## config.mk

```make
export PLATFORM = sky130hd
export DESIGN_NAME = uart_loader
export DESIGN_NICKNAME = d
export VERILOG_FILES = /design/src/rtl/uart_loader.sv
export SDC_FILE = /design/constraint.sdc
export NUM_CORES = 1
export LEC_CHECK = 0
export CAP_MARGIN = 25
export CELL_PAD_IN_SITES_DETAIL_PLACEMENT = 1
export CELL_PAD_IN_SITES_GLOBAL_PLACEMENT = 1
export CORE_ASPECT_RATIO = 1.5
export CORE_UTILIZATION = 48
export DETAILED_ROUTE_END_ITERATION = 10
export PLACE_DENSITY_LB_ADDON = 0.1
export SLEW_MARGIN = 10
export SYNTH_ARGS = -nofsm -noshare
export SYNTH_HDL_FRONTEND = slang
export SYNTH_SLANG_ARGS = --single-unit
```

## constraint.sdc

```tcl
create_clock -name clk -period 3.1 [get_ports clk]
set_input_delay 0.62 -clock clk [delete_from_list [all_inputs] [get_ports clk]]
set_output_delay 0.62 -clock clk [all_outputs]
set_load 0.01 [all_outputs]
```

## src/rtl/uart_loader.sv

```systemverilog
// -----------------------------------------------------------------------------
// uart_loader
// Boot loader that receives a program image over a UART line and streams it
// into memory port B as 32-bit words.
//
// Image format on the wire (8N1, LSB first):
//   4 bytes  little-endian word count N
//   N words  each sent as 4 bytes, little-endian
// At most MAX_WORDS words are written; anything after the last counted word
// is ignored. uart_done holds the CPU in reset until the load completes.
//
// Ports
//   clk        single clock, rising edge
//   rst_n      asynchronous active-low reset
//   rx         UART serial input, asynchronous to clk, idle high
//   uart_data  assembled word for memory port B
//   uart_addr  byte address of uart_data
//   uart_we    one-cycle pulse per new uart_data/uart_addr pair
//   uart_done  high once the load is complete (sticky until reset)
//   frame_err  sticky flag, set when a stop bit was sampled low
//
// Receiver FSM
//   state    | meaning
//   RX_IDLE  | line idle, waiting for a 1->0 edge
//   RX_START | half-bit wait, confirm the start bit is still low
//   RX_DATA  | sample 8 data bits at mid-bit, LSB first
//   RX_STOP  | sample the stop bit, emit byte or flag a framing error
//
// Loader FSM
//   state    | meaning
//   LD_LEN   | collecting the 4-byte word count
//   LD_WORD  | collecting data words and writing them out
//   LD_DONE  | load finished, all further bytes ignored
// -----------------------------------------------------------------------------
module uart_loader #(
   parameter int unsigned CLKS_PER_BIT = 868,
   parameter logic [31:0] BASE_ADDR    = 32'h1C09_0000,
   parameter int unsigned MAX_WORDS    = 16384
) (
   input  logic        clk,
   input  logic        rst_n,
   input  logic        rx,
   output logic [31:0] uart_data,
   output logic [31:0] uart_addr,
   output logic        uart_we,
   output logic        uart_done,
   output logic        frame_err
);

   localparam int unsigned TW  = (CLKS_PER_BIT > 2) ? $clog2(CLKS_PER_BIT) : 1;
   localparam int unsigned WCW = $clog2(MAX_WORDS + 1);

   localparam logic [TW-1:0]  FULL_LOAD   = TW'(CLKS_PER_BIT - 1);
   localparam logic [TW-1:0]  HALF_LOAD   = TW'(CLKS_PER_BIT / 2 - 1);
   localparam logic [31:0]    MAX_WORDS_W = 32'(MAX_WORDS);
   localparam logic [WCW-1:0] MAX_WORDS_C = WCW'(MAX_WORDS);

   // ---------------------------------------------------------------------------
   // rx synchronizer plus one extra stage for falling-edge detection.
   // All stages reset to the idle level so reset release cannot fake a start.
   // ---------------------------------------------------------------------------
   logic rx_meta;
   logic rx_sync;
   logic rx_prev;
   logic start_edge;

   always_ff @(posedge clk or negedge rst_n) begin
      if (!rst_n) begin
         rx_meta <= 1'b1;
         rx_sync <= 1'b1;
         rx_prev <= 1'b1;
      end else begin
         rx_meta <= rx;
         rx_sync <= rx_meta;
         rx_prev <= rx_sync;
      end
   end

   assign start_edge = rx_prev & ~rx_sync;

   // ---------------------------------------------------------------------------
   // Receiver
   // ---------------------------------------------------------------------------
   typedef enum logic [1:0] {
      RX_IDLE  = 2'd0,
      RX_START = 2'd1,
      RX_DATA  = 2'd2,
      RX_STOP  = 2'd3
   } rx_state_t;

   rx_state_t       rx_state;
   rx_state_t       rx_next;
   logic [TW-1:0]   bit_timer;
   logic            bit_tc;
   logic [2:0]      bit_cnt;
   logic [7:0]      rx_shift;
   logic            byte_valid;

   logic            tmr_load_half;
   logic            tmr_load_full;
   logic            shift_en;
   logic            stop_ok;
   logic            stop_bad;

   assign bit_tc = (bit_timer == '0);

   always_ff @(posedge clk or negedge rst_n) begin
      if (!rst_n) begin
         rx_state <= RX_IDLE;
      end else begin
         rx_state <= rx_next;
      end
   end

   always_comb begin
      rx_next = rx_state;
      case (rx_state)
         RX_IDLE: begin
            if (start_edge) rx_next = RX_START;
         end
         RX_START: begin
            // A line that is high again at half-bit was only a glitch.
            if (bit_tc) rx_next = rx_sync ? RX_IDLE : RX_DATA;
         end
         RX_DATA: begin
            if (bit_tc && (bit_cnt == 3'd7)) rx_next = RX_STOP;
         end
         RX_STOP: begin
            if (bit_tc) rx_next = RX_IDLE;
         end
         default: rx_next = RX_IDLE;
      endcase
   end

   always_comb begin
      tmr_load_half = 1'b0;
      tmr_load_full = 1'b0;
      shift_en      = 1'b0;
      stop_ok       = 1'b0;
      stop_bad      = 1'b0;
      case (rx_state)
         RX_IDLE: begin
            tmr_load_half = start_edge;
         end
         RX_START: begin
            tmr_load_full = bit_tc & ~rx_sync;
         end
         RX_DATA: begin
            // Reload on every data sample; the last reload times the stop bit.
            tmr_load_full = bit_tc;
            shift_en      = bit_tc;
         end
         RX_STOP: begin
            stop_ok  = bit_tc & rx_sync;
            stop_bad = bit_tc & ~rx_sync;
         end
         default: ;
      endcase
   end

   always_ff @(posedge clk or negedge rst_n) begin
      if (!rst_n) begin
         bit_timer  <= '0;
         bit_cnt    <= '0;
         rx_shift   <= '0;
         byte_valid <= 1'b0;
         frame_err  <= 1'b0;
      end else begin
         if (tmr_load_half) begin
            bit_timer <= HALF_LOAD;
         end else if (tmr_load_full) begin
            bit_timer <= FULL_LOAD;
         end else if (!bit_tc) begin
            bit_timer <= bit_timer - 1'b1;
         end

         if (tmr_load_half) begin
            bit_cnt <= '0;
         end else if (shift_en) begin
            bit_cnt <= bit_cnt + 3'd1;
         end

         if (shift_en) begin
            rx_shift <= {rx_sync, rx_shift[7:1]};
         end

         byte_valid <= stop_ok;

         if (stop_bad) begin
            frame_err <= 1'b1;
         end
      end
   end

   // ---------------------------------------------------------------------------
   // Loader
   // ---------------------------------------------------------------------------
   typedef enum logic [1:0] {
      LD_LEN  = 2'd0,
      LD_WORD = 2'd1,
      LD_DONE = 2'd2
   } ld_state_t;

   ld_state_t       ld_state;
   ld_state_t       ld_next;
   logic [1:0]      byte_cnt;
   logic [31:0]     asm_reg;
   logic [31:0]     asm_full;
   logic [WCW-1:0]  words_left;
   logic [WCW-1:0]  target_cnt;
   logic [31:0]     next_addr;
   logic            last_byte;

   logic            byte_take;
   logic            len_load;
   logic            word_wr;

   // Bytes shift in from the top, so after four of them the first byte
   // received sits in bits [7:0].
   assign asm_full   = {rx_shift, asm_reg[31:8]};
   assign last_byte  = byte_valid && (byte_cnt == 2'd3);
   assign target_cnt = (asm_full > MAX_WORDS_W) ? MAX_WORDS_C : asm_full[WCW-1:0];

   always_ff @(posedge clk or negedge rst_n) begin
      if (!rst_n) begin
         ld_state <= LD_LEN;
      end else begin
         ld_state <= ld_next;
      end
   end

   always_comb begin
      ld_next = ld_state;
      case (ld_state)
         LD_LEN: begin
            if (last_byte) ld_next = (target_cnt == '0) ? LD_DONE : LD_WORD;
         end
         LD_WORD: begin
            // Leave on the same edge that writes the last counted word.
            if (last_byte && (words_left == WCW'(1))) ld_next = LD_DONE;
         end
         LD_DONE: begin
            ld_next = LD_DONE;
         end
         default: ld_next = LD_LEN;
      endcase
   end

   always_comb begin
      uart_done = (ld_state == LD_DONE);
      byte_take = byte_valid && (ld_state != LD_DONE);
      len_load  = last_byte && (ld_state == LD_LEN);
      word_wr   = last_byte && (ld_state == LD_WORD);
   end

   always_ff @(posedge clk or negedge rst_n) begin
      if (!rst_n) begin
         byte_cnt   <= '0;
         asm_reg    <= '0;
         words_left <= '0;
         next_addr  <= BASE_ADDR;
         uart_data  <= '0;
         uart_addr  <= BASE_ADDR;
         uart_we    <= 1'b0;
      end else begin
         if (byte_take) begin
            byte_cnt <= byte_cnt + 2'd1;
            asm_reg  <= asm_full;
         end

         if (len_load) begin
            words_left <= target_cnt;
         end else if (word_wr) begin
            words_left <= words_left - WCW'(1);
         end

         // Data and address only move on a write so memory port B sees a
         // stable pair between writes.
         if (word_wr) begin
            uart_data <= asm_full;
            uart_addr <= next_addr;
            next_addr <= next_addr + 32'd4;
         end

         uart_we <= word_wr;
      end
   end

endmodule

```

==> out/metrics.cfg, run 1 <==
[setup_path]
path_common_cell = buf_4
reg2reg_depth = 10
endpoint_kind = flop
crit_path_cell_trace = inv_1 -> ha_1 -> nand3_2 -> buf_4 -> inv_2 -> buf_4 -> nand3_1 -> nor4_1 -> xnor2_1 -> o21ai_0
slowest_stage = dfrtp_1
crit_fanout = 23
startpoint = ld_state[1]
crit_family = buffers and inverters
cp_num_buf_inv = 4
worstSetupEndpoint = words_left[13]
crit_type = reg2reg
crit_cells = 10
regToRegEndpoint = words_left[13]
cp.arrival_ns = 3.03
required_ns = 3.40
rrSetupSlack_ns = 0.37
max_stage_delay_ns = 0.41
crit_path_start_kind = flop
r2r_start = ld_state[1]

[pwr]
finalPower_mw = 4.75
p_leak_nw = 4.23
cellPowerDensity_mw_per_mm2 = 549
peakVddDrop_uv = 365

[floorplanning]
core_mm2 = 0.0146
die_x_um = 102
fp-row-count = 54
dieArea_mm2 = 0.0154
initial_utilization = 0.491
die_h_um = 152
io_pins = 70

[layout]
final_common_cell = nand2_1
syn2layout_area_growth_pct = 20.7
top_regs = uart_data (32), next_addr (30), uart_addr (30)
largest_reg_flops = 32
fin_util = 0.593
instances_no_fill = 978
top_register = uart_data
finalNetCount = 787
layout_common_cells = nand2_1, dfrtp_1, clkdlybuf4s50_1, mux2_2, nor2_1
stdcell_area_mm2 = 0.00865
drive_above_1_share = 0.130
diodes = 0

[yosys]
async_flop_share = 1.00
ys_ff_latch = 164
syn-instance-count = 697
synth_cell_type_count = 57
ys.flop_type = dfrtp_1
synth_edf_count = 0
ys_warn_count = 0
seq_area_frac_synth = 0.575
avgSynthCellArea_um2 = 10.3
netlist_area_mm2 = 0.00717

[timing]
tightest_slew_ns = 1.03
fmax_mhz = 366
fin_ws_ns = 0.370
setup_viol = 0
fin_tns_setup_ns = 0
slew_violations = 0
layout_min_cycle_time_ns = 2.73
fin_skew_ns = 0.0100
maxSlewHeadroom = 0.304
min_period_over_period = 0.881
rsz0062_at_grt = no
hold_viol_final = 0
hold_ws_ns = 0.220

[cts]
worstSkewPairLatency_ns = 0.43
htreeDepth = 4
cts_tree = built
postCtsHoldBufs = 0
root_buffer = clkbuf_16
cts_setup_buffers = 0
cts-buffers-inserted = 17
clk_pin_slew_worst_paths_ns = 0.06
cts_buffer_depth = 2
cts_resized = 0
clock_sinks = 164

[route]
drc = 0
vias = 5359
drtIter0Drc = 141
m1WireLength_um = 7520
final_antenna_net_count = 0
wire_per_inst_um = 19.0
top_layer = met4
routed_via_density = 5.48
dr.pass1.iters = 4
wl_met2_um = 10200
wl_met3_um = 507
routed_wl_um = 18600

[placement]
io_buffers = 67
dp_slack_ns = 0.410
hpwlAfterDp_um = 12300
gp_congestion = 0.831
dp.cells = 946
place_area_mm2 = 0.00808

[global_route]
grt_pass1_wl_um = 31000
grt_max_degree = 78
track_usage = 0.267
grt-ovfl-total = 0
grt_pass1_vias = 5955
grt_antenna_before_repair = 0

[worst_hold_path]
worstHoldPathType = in2async

[outcome]
status = completed

[run]
max_cap_viol_count = 0

-- cells by family (layout without fill, tap and decap cells) --
family                   Yosys count  after routing  share of synthesized area
AND/OR/NAND/NOR                  344            344                      0.211
flip-flops                       164            164                      0.575
AO/OA/AOI/OAI                     52             52                     0.0504
XOR/XNOR                          42             42                     0.0513
buffers and inverters             40            124                     0.0251
multiplexers                      39             39                     0.0607
adder cells (fa/ha/maj)           15             15                     0.0262
other                              1              2                   0.000523
-- routing by layer --
layer  up-vias  GRT usage
met3        30     0.0440
met5         -          0
met1      2759      0.312
met4         0      0.108
li1       2466          -
met2       104      0.480
-- final cells by class --
cell class	count	area, um2
Tap cell	196	245
Multi-Input combinational cell	494	2880
Sequential cell	164	4120
Timing Repair Buffer	78	779
Inverter	14	52.6
Clock buffer	20	447
Fill cell	1616	5940
Clock inverter	12	130
-- cells in the mapped netlist, types with 2 or more instances --
master | n | area, um2
ha_1 | 15 | 188
mux2_2 | 36 | 405
a2bb2oi_1 | 2 | 17.5
nand3_1 | 18 | 90.1
o31ai_1 | 2 | 15.0
dfrtp_1 | 151 | 3780
dfstp_2 | 13 | 342
or2_2 | 2 | 12.5
inv_1 | 13 | 48.8
a21oi_1 | 16 | 80.1
nand4_1 | 6 | 37.5
buf_1 | 4 | 15.0
and4_1 | 3 | 26.3
nor3_1 | 13 | 65.1
o21a_1 | 2 | 15.0
mux2i_1 | 3 | 30.0
or4_1 | 2 | 15.0
nor2_1 | 32 | 120
or3_1 | 2 | 12.5
o211ai_1 | 3 | 22.5
buf_6 | 2 | 22.5
nor4_1 | 12 | 75.1
buf_2 | 3 | 15.0
xnor2_1 | 30 | 263
nand3b_1 | 4 | 30.0
a221o_1 | 2 | 20.0
o21ai_0 | 11 | 55.1
buf_4 | 3 | 22.5
nor3b_1 | 3 | 22.5
clkbuf_1 | 14 | 52.6
xor2_1 | 12 | 105
and3_1 | 6 | 37.5
nand2_1 | 231 | 867
o41ai_1 | 3 | 26.3
-- worst min-delay path by stage --
stage | to | slack (ns) | depth (start not counted)
finish | uart_data[6] | 0.22 | 1
global route | uart_data[4] | 0.30 | 1
CTS | uart_data[4] | 0.26 | 1
detailed placement | rx_sync | 0.36 | 0
global placement | rx_sync | 0.35 | 0
floorplan | asynchronous set/reset pin | 0.32 | 0
-- report_power, final --
group | switching, mW | total [mW] | internal (mW)
clock network | 0.883 | 2.09 | 1.21
registers | 0.0740 | 2.29 | 2.21
logic | 0.220 | 0.381 | 0.160
total | 1.18 | 4.75 | 3.58
Power figures use the tool's default switching activity.
==> inputs of run 2 (changes only) <==
--- a/config.mk
+++ b/config.mk
@@ -10,6 +10,7 @@
 export CELL_PAD_IN_SITES_GLOBAL_PLACEMENT = 1
 export CORE_ASPECT_RATIO = 1.5
 export CORE_UTILIZATION = 48
+export CTS_CLUSTER_SIZE = 12
 export DETAILED_ROUTE_END_ITERATION = 10
 export PLACE_DENSITY_LB_ADDON = 0.1
 export SLEW_MARGIN = 10
==> results of run 2 <==
No change in the layout: final DEF, timing and power equal those of run 1.
==> inputs of run 3 (changes only) <==
--- a/config.mk
+++ b/config.mk
@@ -5,7 +5,6 @@
 export SDC_FILE = /design/constraint.sdc
 export NUM_CORES = 1
 export LEC_CHECK = 0
-export CAP_MARGIN = 25
 export CELL_PAD_IN_SITES_DETAIL_PLACEMENT = 1
 export CELL_PAD_IN_SITES_GLOBAL_PLACEMENT = 1
 export CORE_ASPECT_RATIO = 1.5
==> results of run 3 <==
No change in the layout: final DEF, timing and power equal those of run 1.
